**src/rtl/gray_sink_pkg.sv**
```systemverilog
// Shared defaults, FIFO entry layout and tag positions for the gray frame sink.
package gray_sink_pkg;

    localparam int DEF_IMG_W      = 1280;
    localparam int DEF_IMG_H      = 720;
    localparam int DEF_FIFO_DEPTH = 16;
    localparam int ENTRY_W        = 35;
    localparam int TAG_SOF        = 32;
    localparam int TAG_EOL        = 33;
    localparam int TAG_EOF        = 34;

    function automatic logic [ENTRY_W-1:0] mk_entry(
        input logic        eof,
        input logic        eol,
        input logic        sof,
        input logic [31:0] word
    );
        return {eof, eol, sof, word};
    endfunction

endpackage

```
**src/rtl/gray_sink_fifo.sv**
```systemverilog
// Synchronous show-ahead FIFO; a push into a full FIFO is accepted
// only when a pop happens on the same edge.
module gray_sink_fifo #(
    parameter int WIDTH = 35,
    parameter int DEPTH = 16,
    parameter int CW    = $clog2(DEPTH) + 1
) (
    input  logic             clk,
    input  logic             rst,
    input  logic             push_i,
    input  logic [WIDTH-1:0] din_i,
    input  logic             pop_i,
    output logic [WIDTH-1:0] dout_o,
    output logic             full_o,
    output logic             empty_o,
    output logic [CW-1:0]    count_o
);

    localparam int AW = $clog2(DEPTH);

    logic [WIDTH-1:0] mem_q [DEPTH];
    logic [AW-1:0]    wr_ptr_q;
    logic [AW-1:0]    rd_ptr_q;
    logic [CW-1:0]    count_q;
    logic             do_push;
    logic             do_pop;

    assign empty_o = (count_q == '0);
    assign full_o  = (count_q == CW'(DEPTH));
    assign count_o = count_q;
    assign dout_o  = mem_q[rd_ptr_q];
    assign do_pop  = pop_i && !empty_o;
    assign do_push = push_i && (!full_o || do_pop);

    always_ff @(posedge clk) begin
        if (do_push) begin
            mem_q[wr_ptr_q] <= din_i;
        end
    end

    always_ff @(posedge clk) begin
        if (rst) begin
            wr_ptr_q <= '0;
            rd_ptr_q <= '0;
            count_q  <= '0;
        end else begin
            if (do_push) begin
                wr_ptr_q <= wr_ptr_q + AW'(1);
            end
            if (do_pop) begin
                rd_ptr_q <= rd_ptr_q + AW'(1);
            end
            case ({do_push, do_pop})
                2'b10:   count_q <= count_q + CW'(1);
                2'b01:   count_q <= count_q - CW'(1);
                default: count_q <= count_q;
            endcase
        end
    end

endmodule

```
**src/rtl/gray_frame_sink.sv**
```systemverilog
// Packs gray pixels into tagged 32-bit words and buffers them for a writer.
// Define FRAME_SUM_EN to add the per-frame pixel sum outputs.
module gray_frame_sink
    import gray_sink_pkg::*;
#(
    parameter int IMG_W      = DEF_IMG_W,
    parameter int IMG_H      = DEF_IMG_H,
    parameter int FIFO_DEPTH = DEF_FIFO_DEPTH
) (
    input  logic        clk,
    input  logic        rst,
    input  logic [7:0]  gray_in,
    input  logic        valid_in,
    output logic [31:0] out_data,
    output logic        out_sof,
    output logic        out_eol,
    output logic        out_eof,
    output logic        out_valid,
    input  logic        out_ready,
    output logic        overflow,
    output logic [15:0] frame_cnt,
    output logic [31:0] frame_sum,
    output logic        frame_sum_vld
);

    localparam int XW = $clog2(IMG_W + 1);
    localparam int YW = $clog2(IMG_H + 1);
    localparam int CW = $clog2(FIFO_DEPTH) + 1;

    logic [XW-1:0]      x_q, x_d;
    logic [YW-1:0]      y_q, y_d;
    logic [1:0]         lane_q, lane_d;
    logic [23:0]        pack_q;
    logic               overflow_q;
    logic [15:0]        frame_cnt_q;
    logic               last_x, last_y, last_px;
    logic               push, pop, drop;
    logic               sof, eol, eof;
    logic [ENTRY_W-1:0] wr_entry, rd_entry;
    logic               fifo_full, fifo_empty;
    logic [CW-1:0]      fifo_cnt;

    assign last_x  = (x_q == XW'(IMG_W - 1));
    assign last_y  = (y_q == YW'(IMG_H - 1));
    assign last_px = valid_in && last_x && last_y;

    // Lane 3 carries the group's last pixel, so x=3 identifies the frame's first word.
    assign sof      = (y_q == '0) && (x_q == XW'(3));
    assign eol      = last_x;
    assign eof      = last_x && last_y;
    assign wr_entry = mk_entry(eof, eol, sof, {gray_in, pack_q});

    assign push = valid_in && (lane_q == 2'd3);
    assign pop  = out_ready && !fifo_empty;
    assign drop = push && fifo_full && !pop;

    always_comb begin
        x_d    = x_q;
        y_d    = y_q;
        lane_d = lane_q;
        if (valid_in) begin
            lane_d = lane_q + 2'd1;
            if (last_x) begin
                x_d = '0;
                y_d = last_y ? '0 : y_q + YW'(1);
            end else begin
                x_d = x_q + XW'(1);
            end
        end
    end

    always_ff @(posedge clk) begin
        if (rst) begin
            x_q         <= '0;
            y_q         <= '0;
            lane_q      <= '0;
            pack_q      <= '0;
            overflow_q  <= 1'b0;
            frame_cnt_q <= '0;
        end else begin
            x_q    <= x_d;
            y_q    <= y_d;
            lane_q <= lane_d;
            if (valid_in) begin
                unique case (lane_q)
                    2'd0:    pack_q[7:0]   <= gray_in;
                    2'd1:    pack_q[15:8]  <= gray_in;
                    2'd2:    pack_q[23:16] <= gray_in;
                    default: pack_q        <= pack_q;
                endcase
            end
            if (last_px) begin
                frame_cnt_q <= frame_cnt_q + 16'd1;
            end
            if (drop) begin
                overflow_q <= 1'b1;
            end
        end
    end

    gray_sink_fifo #(
        .WIDTH (ENTRY_W),
        .DEPTH (FIFO_DEPTH),
        .CW    (CW)
    ) u_fifo (
        .clk     (clk),
        .rst     (rst),
        .push_i  (push),
        .din_i   (wr_entry),
        .pop_i   (pop),
        .dout_o  (rd_entry),
        .full_o  (fifo_full),
        .empty_o (fifo_empty),
        .count_o (fifo_cnt)
    );

    assign out_valid = (fifo_cnt != '0);
    assign out_data  = fifo_empty ? 32'd0 : rd_entry[31:0];
    assign out_sof   = !fifo_empty && rd_entry[TAG_SOF];
    assign out_eol   = !fifo_empty && rd_entry[TAG_EOL];
    assign out_eof   = !fifo_empty && rd_entry[TAG_EOF];
    assign overflow  = overflow_q;
    assign frame_cnt = frame_cnt_q;

`ifdef FRAME_SUM_EN
    logic [31:0] acc_q;
    logic [31:0] sum_q;
    logic        sum_vld_q;

    always_ff @(posedge clk) begin
        if (rst) begin
            acc_q     <= '0;
            sum_q     <= '0;
            sum_vld_q <= 1'b0;
        end else begin
            sum_vld_q <= 1'b0;
            if (last_px) begin
                sum_q     <= acc_q + 32'(gray_in);
                sum_vld_q <= 1'b1;
                acc_q     <= '0;
            end else if (valid_in) begin
                acc_q <= acc_q + 32'(gray_in);
            end
        end
    end

    assign frame_sum     = sum_q;
    assign frame_sum_vld = sum_vld_q;
`else
    assign frame_sum     = 32'd0;
    assign frame_sum_vld = 1'b0;
`endif

endmodule

```
**config.mk**
```make
export PLATFORM = sky130hd
export DESIGN_NAME = gray_frame_sink
export DESIGN_NICKNAME = d
export VERILOG_FILES = /design/src/rtl/gray_sink_pkg.sv /design/src/rtl/gray_sink_fifo.sv /design/src/rtl/gray_frame_sink.sv
export SDC_FILE = /design/constraint.sdc
export NUM_CORES = 1
export LEC_CHECK = 0
export BUFFER_PORTS_ARGS = -buffer_cell sky130_fd_sc_hd__buf_2
export CAP_MARGIN = 20
export CORE_MARGIN = 1.5
export CORE_UTILIZATION = 56
export CTS_CLUSTER_SIZE = 16
export DETAILED_ROUTE_END_ITERATION = 16
export MAX_ROUTING_LAYER = met4
export PLACE_DENSITY = 0.73
export SLEW_MARGIN = 0
export SYNTH_ARGS = -nofsm -noshare
export SYNTH_HDL_FRONTEND = slang
export SYNTH_SLANG_ARGS = --single-unit
```
**constraint.sdc**
```tcl
create_clock -name clk -period 15 [get_ports clk]
set_clock_uncertainty 0.2 [all_clocks]
set_input_delay 3 -clock clk [delete_from_list [all_inputs] [get_ports clk]]
set_output_delay 3 -clock clk [all_outputs]
set_load 0.01 [all_outputs]
```
* Word-level counts from Yosys, hierarchy flattened
Memory sizes are Yosys's and may differ from the RTL's. A register that Yosys moved wholly into a read port is not among the register bits. Index checks and enable logic that the tools add are counted. W data, S select, Z words.
Storage, ports and cells: flip-flop bits (word level) 77, bits in writable memories 560, input port bits 12, output and inout bits 86, memories 1
Memories:
- u_fifo.mem_q | depth 16, bits a word 35, rd ports 1, clocked after memory_dff 1, wr ports 1, RTL line gray_sink_fifo.sv:21 | logic [WIDTH-1:0] mem_q [DEPTH];
Cells by class: add/subtract/negate cells 8, eq/ne operators 9, muxes and demuxes 8, reductions and logical operators 26
Operators with widths (number):
- $mux W32 | 1
- $add A16 B1 Y16 const B | 1
- $logic_and A1 B1 Y1 | 13
- $add A11 B1 Y11 const B | 1
- $eq A11 B11 Y1 const B | 1
- $eq A11 B2 Y1 const B | 1
- $mux W11 | 1
- $add A10 B1 Y10 const B | 1
- $eq A10 B10 Y1 const B | 1
- $logic_not A10 Y1 | 1
- $mux W10 | 1
- $pmux W5 S2 | 1
- $add A4 B1 Y4 const B | 2
- $mux W4 | 2
- $reduce_and A2 Y1 | 4
- $eq A2 B2 Y1 const B | 3
- $add A5 B1 Y5 const B | 1
- $eq A5 B5 Y1 const B | 1
- $logic_not A5 Y1 | 1
- $reduce_bool A5 Y1 | 1
- $sub A5 B1 Y5 const B | 1
- $eq A2 B1 Y1 const B | 2
- $logic_not A1 Y1 | 3
- $add A2 B1 Y2 const B | 1
- other kinds (4) | 5

* Depth between registers and ports, before layout
word-level depth 8, depth in mapped cells 10

* Modules after synthesis
From an unflattened synthesis, not the netlist that was laid out.
Second synthesis, totals: cell total of the unflattened synthesis 1421, area, all modules 25416.9 um^2
By module, submodules not included:
- gray_sink_fifo | instances 1, cells an instance 984, area an instance 21933.5 um^2, sequential area each 17156.5 um^2
- gray_frame_sink | instances 1, cells an instance 437, area an instance 3483.3 um^2, sequential area each 1281.2 um^2

* Worst setup path before layout
Ideal clock, no wire load.
path kind input port to flip-flop, start point input valid_in, end point memory u_fifo.mem_q[11][0], enable pin, arrival time 6.229 ns, required time 14.329 ns, setup slack 8.101 ns, stages 6, path buffers 2, cells stage by stage and2_1 > clkbuf_1 > o31a_1 > clkbuf_1 > nand2_1 > nor3_1
Between the ends: longest elaborated chain between the ends 4
Ends and longest elaborated chain:
- start: declaration | RTL line gray_frame_sink.sv:13 | input logic valid_in,
- $logic_and A1 B1 Y1 | RTL line gray_frame_sink.sv:53 | assign push = valid_in && (lane_q == 2'd3);
- $logic_and A1 B1 Y1 | RTL line gray_sink_fifo.sv:33 | assign do_push = push_i && (!full_o || do_pop);
- $mux W1 | RTL line gray_sink_fifo.sv:36 | if (do_push) begin
- $mux W1 (implied by the code) | RTL line gray_sink_fifo.sv:37 | mem_q[wr_ptr_q] <= din_i;
- end: declaration | RTL line gray_sink_fifo.sv:21
No other way between the ends.

==> results.md <==
* Status: finished, final reports clean
* Most frequent CP cell: mux4_2
* Crit-path max cell delay at 0.69 ns
* Hold Path Class: flip-flop to flip-flop
* Worst setup EP type: primary output
* Clock Pin Slew Worst Setup and Hold Paths at 0.06 ns
* Initial antenna violation count at 3
* Height of the die at 214.9 um
* TritonRoute pass-1 iters at 5
* Synth Flop Type: edfxtp_1
* Hold Fails Final Rpt at 0
* PortBufs at between 60 and 70
* LEAKAGE at 9.054 nW
* Layout net count at 1407
* Via Count at between 10000 and 15000
* Slew margin rel. at 19.21%
* Setup violations, final at 0
* Post-Synthesis Cells at 1299
* First-pass GRT wire length at 78540 um
* Finished Layout Cells at ~2000
* Reg-to-reg slack, setup at 11.72 ns
* HPWL after DPL at ~26000 um
* Routed len/inst at approximately 26 um
* Most common cell after layout, fill and taps aside: edfxtp_1
* Crit path depth at 5
* Worst Path Buf+Inv at 2
* PwrDens at about 150 nW/um^2
* Core area at 44220 um^2
* Fin util at 63.54%
* Setup Buffers After CTS at 0
* Post-synth ARST share at 0%
* Number of distinct library cells after synthesis at 47
* Final Cell Area at 28100 um^2
* Max Freq at 144.8 MHz
* Crit path time final at 6.904 ns
* Die Span X at 214.9 um
* Gp weighted congestion at 0.7908
* Die area at 46180 um^2
* Vias per inst at 6.096
* WHS Path Cells at 2
* Arrival @ worst endpoint at between 3 and 4 ns
* Register area share after synthesis at 73.32%
* Sink Count at 641
* FILL cells at 2987
* Number of synthesized flops with an enable pin at 560
* Final setup TNS at 0 ns
* Most frequent cells in the layout: 560 x edfxtp_1, 175 x mux4_2, 77 x dfxtp_1, 64 x buf_2, 61 x clkbuf_16
* Row cnt at 77
* Placed insts at 1909
* Reg area at 18450 um^2
* CTS resizes at 0
* Post-CTS Hold Fix Bufs at 0
* Synth warnings at 0
* Mapped cell area at 25150 um^2
* Multi-input gate area at between 6000 and 7000 um^2
* CP Launch Type: flip-flop
* Worst Path Required at 11.80 ns
* Root Buffer: clkbuf_16
* CTS H-Tree Depth at 2
* CTS tree: built
* Latest clock arrival within the worst-skew pair at roughly 0.62 ns
* # IOs at 98
* Worst path cell trace: buf_12, mux4_2, mux4_2, and2_1, buf_2
* R2R depth at 6
* GRT Total Usage at roughly a quarter
* Synthesized area per cell at 19.36 um^2
* Largest net degree at the start of global routing at approximately 120
* Slew Limit Fails at 0
* Max cap viols at 0
* Top delay family on crit path: multiplexers
* Vias in the first global route at 12570
* Initial DRC count at 1282
* Synthesized flop and latch total at 641
* Initial Utilization at 56.87%
* Critical path fanouts, max at 115
* Number of buffers created by CTS at 60
* Final worst-path cycle share at 46.03%
* Drt drc at 0
* Area delta synth->final at 11.74%
* Share of layout cells above drive strength 1 at 26.97%
* Worst slew pin tran at 1.212 ns
* Remaining global-route overflow at 0
* Crit path kind: flip-flop to primary output
* Detailed Route WL at approximately 52000 um
* Slowest stage cell, crit path: dfxtp_4
* Max clock buf depth at 3
* RSZ-0062 raised after global routing: false
* Maximum VDD drop at ~100 uV
* Dpl cell area at 26060 um^2
* Post-route ant nets at 0
## power breakdown
| part | internal (mW) | switching (mW) | total [mW] |
|---|---|---|---|
| clock network | 0.886 | 0.646 | 1.53 |
| registers | 1.95 | 0.0497 | 2.00 |
| logic | 0.318 | 0.301 | 0.618 |
| total | 3.15 | 0.997 | 4.15 |
## worst min-delay path, stage by stage, from the launching register on
cell and delay [ns]:
dfxtp_1 0.34, a41oi_1 0.05, nor2_1 0.07
## cells by family after synthesis
group,share of synthesized area [%]
flops,73.32
simple gates,4.966
mux,16.04
buf+inv,2.334
compound gates,1.602
xor+xnor,0.9752
fa+ha+maj,0.7463
other cells,0.01491
## area by class of cell
cell class	instances	share of cell area, %
Tap cell	592	2.636
Sequential cell	641	65.66
Clock buffer	87	6.136
Timing Repair Buffer	87	1.844
Multi-Input combinational cell	572	22.44
Antenna cell	3	0.02672
Inverter	18	0.2405
Clock inverter	26	1.015
## synthesized netlist by cell type (8+ instances only)
cell | instances | area (um^2)
edfxtp_1 | 560 | 16820
mux4_2 | 175 | 3941
dfxtp_1 | 81 | 1622
nor2_1 | 51 | 191.4
nand2_1 | 48 | 180.2
and2_1 | 45 | 281.5
a21oi_1 | 43 | 215.2
clkbuf_1 | 43 | 161.4
nand3_1 | 36 | 180.2
buf_4 | 33 | 247.7
inv_1 | 18 | 67.56
xnor2_1 | 18 | 157.7
buf_2 | 16 | 80.08
ha_1 | 15 | 187.7
o21ai_0 | 12 | 60.06
nor3_1 | 10 | 50.05
xor2_1 | 10 | 87.58
or3_1 | 9 | 56.30
buf_1 | 8 | 30.03
## sequential cells by signal, summed over array words and instances, names as in the netlist, named ones only
name             count
frame_cnt           16
lane_q               2
overflow             1
pack_q              24
u_fifo.count_o       5
u_fifo.mem_q       560
u_fifo.rd_ptr_q      4
u_fifo.wr_ptr_q      4
x_q                 11
y_q                 10
## per-layer routing
layer	routed length, um	track usage [%]	up-vias
met5	0	-	-
met4	1002	5.775	0
met3	3850	4.487	64
met2	25860	37.42	485
met1	21620	32.85	6494
li1	-	-	5307
## stage by stage
step | setup slack (ns) | power [mW] | hold slack, ns
after CTS | 8.030 | 4.173 | 0.2975
after floorplan | 8.101 | 2.474 | 0.2554
after global routing | 7.864 | 4.291 | 0.3255
after global placement | 8.710 | 2.647 | 0.2605
final | 8.096 | 4.148 | 0.2916
after detailed placement | 8.690 | 2.654 | 0.2813
## worst paths after layout
kind / start / to
max: flip-flop / out_data[13]
min: overflow$_SDFFE_PP0P_ / overflow$_SDFFE_PP0P_
max reg2reg: lane_q[0]$_SDFFE_PP0P_ / u_fifo.mem_q[3][4]$_DFFE_PP_
min reg2reg: overflow$_SDFFE_PP0P_ / overflow$_SDFFE_PP0P_
Power figures use the tool's default switching activity.
